==> config.mk <==
export PLATFORM = sky130hd
export DESIGN_NAME = rs_alu
export DESIGN_NICKNAME = d
export VERILOG_FILES = /design/src/rtl/rs_alu.sv
export SDC_FILE = /design/constraint.sdc
export NUM_CORES = 2
export LEC_CHECK = 0
export BUFFER_PORTS_ARGS = -buffer_cell sky130_fd_sc_hd__buf_2
export CORE_ASPECT_RATIO = 1.75
export CORE_MARGIN = 8
export CORE_UTILIZATION = 50
export CTS_BUF_LIST = sky130_fd_sc_hd__clkbuf_8 sky130_fd_sc_hd__clkbuf_16
export DETAILED_ROUTE_END_ITERATION = 6
export PLACE_DENSITY = 0.69
export RECOVER_POWER = 100
export SYNTH_ARGS = -nofsm -noshare
export SYNTH_HDL_FRONTEND = slang
export SYNTH_SLANG_ARGS = --single-unit
==> constraint.sdc <==
create_clock -name clk_in -period 12.9 [get_ports clk_in]
set_clock_uncertainty 0.15 [all_clocks]
set_input_delay 2.58 -clock clk_in [delete_from_list [all_inputs] [get_ports clk_in]]
set_output_delay 2.58 -clock clk_in [all_outputs]
set_load 0.02 [all_outputs]
==> src/rtl/rs_alu.sv <==
// rs_alu: reservation station feeding the integer ALU.
// Buffers issued ALU micro-ops, snoops both CDB ports to resolve operand
// tags, and dispatches the lowest-index ready entry into a registered bundle.
//
// Dispatch handshake: alu_run_flg is a one-cycle valid pulse with no ready
// back-pressure. The ALU consumes the bundle in the cycle the pulse is high.
// Issue side: iss_flg is accepted only while rs_full is low. An issue while
// full is dropped, so upstream must gate iss_flg with rs_full.
module rs_alu #(
  parameter int RS_SZ      = 16,
  parameter int ROB_SZ_LOG = 4,
  parameter int TAG_W      = ROB_SZ_LOG + 1
) (
  input  logic             clk_in,
  input  logic             rst_in,
  input  logic             rdy_in,
  input  logic             clr_in,
  input  logic             iss_flg,
  input  logic [3:0]       iss_opcode,
  input  logic [3:0]       iss_optype,
  input  logic [31:0]      iss_vj,
  input  logic [31:0]      iss_vk,
  input  logic             iss_qj_flg,
  input  logic             iss_qk_flg,
  input  logic [TAG_W-1:0] iss_qj,
  input  logic [TAG_W-1:0] iss_qk,
  input  logic [31:0]      iss_imm,
  input  logic [31:0]      iss_pc,
  input  logic [TAG_W-1:0] iss_rd,
  output logic             rs_full,
  input  logic             cdb_alu_flg,
  input  logic [TAG_W-1:0] cdb_alu_tag,
  input  logic [31:0]      cdb_alu_val,
  input  logic             cdb_lsb_flg,
  input  logic [TAG_W-1:0] cdb_lsb_tag,
  input  logic [31:0]      cdb_lsb_val,
  output logic             alu_run_flg,
  output logic [TAG_W-1:0] alu_rd,
  output logic [31:0]      alu_vj,
  output logic [31:0]      alu_vk,
  output logic [31:0]      alu_imm,
  output logic [31:0]      alu_pc,
  output logic [3:0]       alu_opcode,
  output logic [3:0]       alu_optype
);

  localparam int IDX_W = (RS_SZ > 1) ? $clog2(RS_SZ) : 1;

  // Entry storage
  logic [RS_SZ-1:0] busy;
  logic [RS_SZ-1:0] qj_flg;
  logic [RS_SZ-1:0] qk_flg;
  logic [3:0]       e_opcode [RS_SZ];
  logic [3:0]       e_optype [RS_SZ];
  logic [31:0]      e_vj     [RS_SZ];
  logic [31:0]      e_vk     [RS_SZ];
  logic [TAG_W-1:0] e_qj     [RS_SZ];
  logic [TAG_W-1:0] e_qk     [RS_SZ];
  logic [31:0]      e_imm    [RS_SZ];
  logic [31:0]      e_pc     [RS_SZ];
  logic [TAG_W-1:0] e_rd     [RS_SZ];

  logic [IDX_W-1:0] free_idx;
  logic [IDX_W-1:0] sel_idx;
  logic             sel_hit;
  logic [31:0]      byp_vj;
  logic [31:0]      byp_vk;
  logic             byp_qj_flg;
  logic             byp_qk_flg;

  // Full when every entry is busy; a same-cycle dispatch does not count.
  assign rs_full = &busy;

  // Lowest-index free entry and lowest-index ready entry, from registered state.
  always_comb begin
    free_idx = '0;
    sel_idx  = '0;
    sel_hit  = 1'b0;
    for (int i = RS_SZ - 1; i >= 0; i--) begin
      if (!busy[i]) free_idx = IDX_W'(i);
      if (busy[i] && !qj_flg[i] && !qk_flg[i]) begin
        sel_idx = IDX_W'(i);
        sel_hit = 1'b1;
      end
    end
  end

  // Issue bypass: capture a value broadcast in the issue cycle itself.
  // The ALU port is checked first so it wins an (illegal) double match.
  always_comb begin
    byp_vj     = iss_vj;
    byp_qj_flg = iss_qj_flg;
    byp_vk     = iss_vk;
    byp_qk_flg = iss_qk_flg;
    if (iss_qj_flg) begin
      if (cdb_alu_flg && cdb_alu_tag == iss_qj) begin
        byp_vj = cdb_alu_val; byp_qj_flg = 1'b0;
      end else if (cdb_lsb_flg && cdb_lsb_tag == iss_qj) begin
        byp_vj = cdb_lsb_val; byp_qj_flg = 1'b0;
      end
    end
    if (iss_qk_flg) begin
      if (cdb_alu_flg && cdb_alu_tag == iss_qk) begin
        byp_vk = cdb_alu_val; byp_qk_flg = 1'b0;
      end else if (cdb_lsb_flg && cdb_lsb_tag == iss_qk) begin
        byp_vk = cdb_lsb_val; byp_qk_flg = 1'b0;
      end
    end
  end

  // Entry state and dispatch bundle: reset > flush > stall > normal.
  always_ff @(posedge clk_in) begin
    if (!rst_in) begin
      busy        <= '0;
      qj_flg      <= '0;
      qk_flg      <= '0;
      alu_run_flg <= 1'b0;
      alu_rd      <= '0;
      alu_vj      <= '0;
      alu_vk      <= '0;
      alu_imm     <= '0;
      alu_pc      <= '0;
      alu_opcode  <= '0;
      alu_optype  <= '0;
    end else if (clr_in) begin
      busy        <= '0;
      alu_run_flg <= 1'b0;
    end else if (!rdy_in) begin
      // Drop the pulse so the held bundle is not executed twice.
      alu_run_flg <= 1'b0;
    end else begin
      // Wakeup of waiting operands in busy entries.
      for (int i = 0; i < RS_SZ; i++) begin
        if (busy[i] && qj_flg[i]) begin
          if (cdb_alu_flg && cdb_alu_tag == e_qj[i]) begin
            e_vj[i] <= cdb_alu_val; qj_flg[i] <= 1'b0;
          end else if (cdb_lsb_flg && cdb_lsb_tag == e_qj[i]) begin
            e_vj[i] <= cdb_lsb_val; qj_flg[i] <= 1'b0;
          end
        end
        if (busy[i] && qk_flg[i]) begin
          if (cdb_alu_flg && cdb_alu_tag == e_qk[i]) begin
            e_vk[i] <= cdb_alu_val; qk_flg[i] <= 1'b0;
          end else if (cdb_lsb_flg && cdb_lsb_tag == e_qk[i]) begin
            e_vk[i] <= cdb_lsb_val; qk_flg[i] <= 1'b0;
          end
        end
      end
      // Dispatch the selected entry; the freed slot is reusable next cycle.
      alu_run_flg <= sel_hit;
      if (sel_hit) begin
        busy[sel_idx] <= 1'b0;
        alu_rd        <= e_rd[sel_idx];
        alu_vj        <= e_vj[sel_idx];
        alu_vk        <= e_vk[sel_idx];
        alu_imm       <= e_imm[sel_idx];
        alu_pc        <= e_pc[sel_idx];
        alu_opcode    <= e_opcode[sel_idx];
        alu_optype    <= e_optype[sel_idx];
      end
      // Issue into the lowest free slot (never the slot being dispatched).
      if (iss_flg && !rs_full) begin
        busy[free_idx]     <= 1'b1;
        e_opcode[free_idx] <= iss_opcode;
        e_optype[free_idx] <= iss_optype;
        e_vj[free_idx]     <= byp_vj;
        e_vk[free_idx]     <= byp_vk;
        qj_flg[free_idx]   <= byp_qj_flg;
        qk_flg[free_idx]   <= byp_qk_flg;
        e_qj[free_idx]     <= iss_qj;
        e_qk[free_idx]     <= iss_qk;
        e_imm[free_idx]    <= iss_imm;
        e_pc[free_idx]     <= iss_pc;
        e_rd[free_idx]     <= iss_rd;
      end
    end
  end

endmodule

==> results.md <==
- The worst reg2reg path endpoint is alu_vj[1].
- The die is between 300 and 400 µm wide.
- Summed over all instances, the cell type with the most area after synthesis is sky130_fd_sc_hd__edfxtp_1.
- The number of buffers between clock root and the deepest sink is 4.
- The design draws about 17 mW.
- For this design the ratio of total power to cell area is 127 nW/µm².
- The cts-stage hold buffer count is 0.
- The worst register-to-register path has a depth of 10.
- The CTS buffer count is 237.
- The number of warnings issued by yosys is 0.
- STA classifies the critical path endpoint as a flop.
- Counting flops with a built-in enable in the synthesized netlist gives 2416.
- The type of origin of the critical path is an input port.
- Summing all multi-input logic gate instances after layout gives approximately 44000 µm².
- The most instantiated library cell after synthesis is sky130_fd_sc_hd__edfxtp_1.
- The area added between synthesis and finish is 8.83%.
- The worst hold path class is flop to flop.
- Setup repair after global routing left no endpoint under its margin.
- The y dimension of the die is approximately 680 µm.
- Sorting the synthesized cells by how often they occur yields sky130_fd_sc_hd__edfxtp_1 (2416), sky130_fd_sc_hd__nand2_1 (1592), sky130_fd_sc_hd__a21oi_1 (1220).
- The arrival time at the worst endpoint is just over 10000 ps.
- The number of gates resized after CTS was 0.
- The number of max-cap violations is 90.
- The initial antenna violation count is slightly above 70.
- In the synthesized netlist the async set-or-reset flop fraction comes to 0%.
- The distinct cell type count of the synthesized netlist is 76.
- The worst-case vdd ir drop is around 0.00013 V.
- For this design, the sink count on the clock tree is between 2000 and 3000.
- The smallest clock period supported by the final layout is computed as 9980 ps.
- Entering global routing, the biggest net connects between 200 and 250 pins.
- Summed over all nets, wire length on met2 after detailed routing comes to 211 mm.
- The post-detailed-placement half-perimeter wirelength is between 200 and 300 mm.
- The hold violation total from the final report came to 0.
- Sequential elements use around three fifths of the synthesized area.
- Detailed routing placed a total of 57.9 mm of wire on met3.
- TritonCTS built the clock tree.
- Counting flops and latches in the post-synthesis netlist gives 2606.
- Across the whole layout, storage elements account for 76400 µm².
- The average size of a mapped cell is 11.5 µm².
- The fmax is 100 MHz.
- The number of setup violations in the final report is 0.
- The synthesized area is ~120000 µm².
- The top layer reached by signal wires is met5.
- The overall overflow remaining after global route is 0.
- The DRC violation total after the first TritonRoute iteration is approximately 13000.
- After filler insertion, the fill cell instance count of the layout stands at 20481.
- The pre-antenna-repair detailed-routing pass consisted of 7 iterations.
- The post-CTS setup buffer count is 0.
- In this run the tightest slew margin relative to its limit is -204%.
- Summed over all layers, the routed wires come to around 460 mm.
- The floorplan step defined a die boundary enclosing approximately 270000 µm².
- The largest single stage delay on the critical path is 2610 ps.
- The clock input transition at the sequential cells of the worst setup and hold paths is 70 ps.
- At the pin with the least slew margin, the transition time is ~4600 ps.
- The setup TNS is 0 ps.
- The number of routed nets with antenna violations is 0.
- The most used flip-flop cell after synthesis is sky130_fd_sc_hd__edfxtp_1.
- The final count of pins violating max slew was approximately 2700.
- The floorplan has between 200 and 250 rows.
- The register-to-register setup slack is between 3000 and 4000 ps.
- The post-route netlist has under 10% of its cells at a drive strength greater than 1.
- The total via count in the routed design is 94309.
- The biggest fanout along the worst timing path is 62.
- The checks that failed: design-rule violations, max-capacitance violations, max-slew violations.
- The final critical path takes up 77.3% of the cycle.
- In the final routed layout, each cell accounts on average for 32.6 µm.
- The end point of the worst hold path is alu_vj[9].
- The source-to-sink clock delay at the later pin of the worst-skew pair is 950 ps.
- At the end of the flow, the number of nets in the layout was approximately 11000.
- Walking the worst path, the cells encountered are buf_6 > inv_1 > nor2_1 > nand2_1 > nor2_1 > clkbuf_1.
- Summed over its instances, the top area cell type makes up 58.3% of the synthesized netlist area.
- For this run, the total global-route usage over all layers was measured as about a third.
- Routability-driven placement finished with a final weighted congestion of roughly 0.99.
- The via count of the first global-routing pass is 92671.
- The root buffer cell is sky130_fd_sc_hd__clkbuf_16.
- The core outline area is between 200000 and 250000 µm².
- The leakage power of the design is ~50 nW.
- The worst hold path depth is 2.
- The clock tree synthesis step divided the H-tree into 4 levels.
- The initial cell density of the core is between 50% and 60%.
- For this run, design rule violations remaining after detail routing come to 4.
- The per-cell via count in the routed design is ~6.7.
- Among the stages of the critical path, the cell type that occurs most often is sky130_fd_sc_hd__nor2_1.
- The top-level I/O count is between 300 and 400.
- The flow ran to the end, but the final reports show violations.
- Synthesis produced a netlist whose cell count is approximately 11000.
- Sorting the synthesized cells by area gives the leading types as sky130_fd_sc_hd__edfxtp_1 (58%), sky130_fd_sc_hd__mux2i_1 (8.0%), sky130_fd_sc_hd__a21oi_1 (4.9%).
- Port buffering added 376 buffers.
- At the worst endpoint, the required time is 13150 ps.
- After detailed routing, the wire length on met1 is 152 mm.
- The critical path in this run is classified as input port to flop.
- The first global-routing pass estimated 643 mm of wire.
- The startpoint of the most critical hold path is e_vj[2][9].
- The cell type of the slowest stage on the worst timing path is sky130_fd_sc_hd__nor2_1.
- The origin of the critical flop-to-flop path is busy[5].
- Counting every net in the synthesized netlist gives between 10000 and 15000.
==> flip-flops by register name (all words and copies together) (netlist names) <==
| register | flops |
|---|---|
| alu_optype | 4 |
| alu_vk | 32 |
| busy | 16 |
| alu_rd | 5 |
| e_opcode | 64 |
| e_vk | 512 |
| e_optype | 64 |
| e_qj | 80 |
| alu_imm | 32 |
| qj_flg | 16 |
| alu_vj | 32 |
| e_imm | 512 |
| alu_pc | 32 |
| alu_run_flg | 1 |
| qk_flg | 16 |
| e_pc | 512 |
| e_qk | 80 |
| e_vj | 512 |
| alu_opcode | 4 |
| e_rd | 80 |
==> how the worst max path moves through the flow <==
stage	start	endpoint	cells past startpoint	slack [ps]
detailed placement	rst_in	e_vk[2][30]	9	4960
global placement	rst_in	e_vk[2][17]	9	5060
finish	rst_in	e_imm[13][5]	6	2920
CTS	rst_in	e_vk[2][30]	9	5860
floorplan	iss_flg	e_imm[13][0]	6	4680
global route	rst_in	e_vk[1][11]	8	2960
==> kinds of logic after synthesis <==
family	synth area share (%)
and+or+nand+nor	9.85
xor gates and xnor gates	2.39
DFF	61.3
muxes	9.13
buffers and inverters	3.83
AOI/OAI and AO/OA	13.5
==> cell usage in the layout, fill, tap and decap left out, types with 145 or more instances in the layout <==
cell	n
sky130_fd_sc_hd__nand3_1	145
sky130_fd_sc_hd__a22oi_1	279
sky130_fd_sc_hd__clkbuf_16	239
sky130_fd_sc_hd__nand2_1	1584
sky130_fd_sc_hd__nor2_1	696
sky130_fd_sc_hd__dfxtp_1	190
sky130_fd_sc_hd__mux2i_1	989
sky130_fd_sc_hd__xor2_1	272
sky130_fd_sc_hd__edfxtp_1	2416
sky130_fd_sc_hd__clkbuf_1	291
sky130_fd_sc_hd__nor4_1	200
sky130_fd_sc_hd__o21ai_0	547
sky130_fd_sc_hd__a21oi_1	1194
==> per-stage QoR <==
stage	hold WS, ps	cell area [µm²]	util, %	setup WS [ps]	instances
after floorplan	313	124000	-	4680	10804
after global placement	342	129000	51.8	5060	13567
after detailed placement	348	129000	51.8	4960	13567
after CTS	340	136000	55.0	5860	14002
after global routing	375	135000	54.6	2960	14012
final	324	135000	54.6	2920	14043
==> power by group <==
part | switching [mW] | total, mW | internal (mW)
combinational | 0.575 | 0.800 | 0.225
sequential | 0.0156 | 9.26 | 9.24
clock | 3.23 | 7.19 | 3.96
total | 3.82 | 17.2 | 13.4
==> per-layer routing <==
metal,GRT usage [%],vias to the layer above
met3,8.96,2084
li1,-,39388
met1,39.0,46053
met5,0,-
met4,21.2,49
met2,53.4,6735
==> area by class of cell <==
class	count	share of cell area [%]
Clock buffer	263	4.66
Multi-Input combinational cell	7045	32.3
Tap cell	3294	3.04
Antenna cell	41	0.0757
Timing Repair Buffer	592	2.37
Sequential cell	2606	56.4
Clock inverter	172	1.05
Inverter	30	0.101
==> worst max-delay path, delay by kind of cell <==
| kind | cells | cell delay, ps |
|---|---|---|
| simple gates | 3 | 3840 |
| buf+inv | 3 | 3620 |
Note: power is estimated with default switching activity, not from simulation.
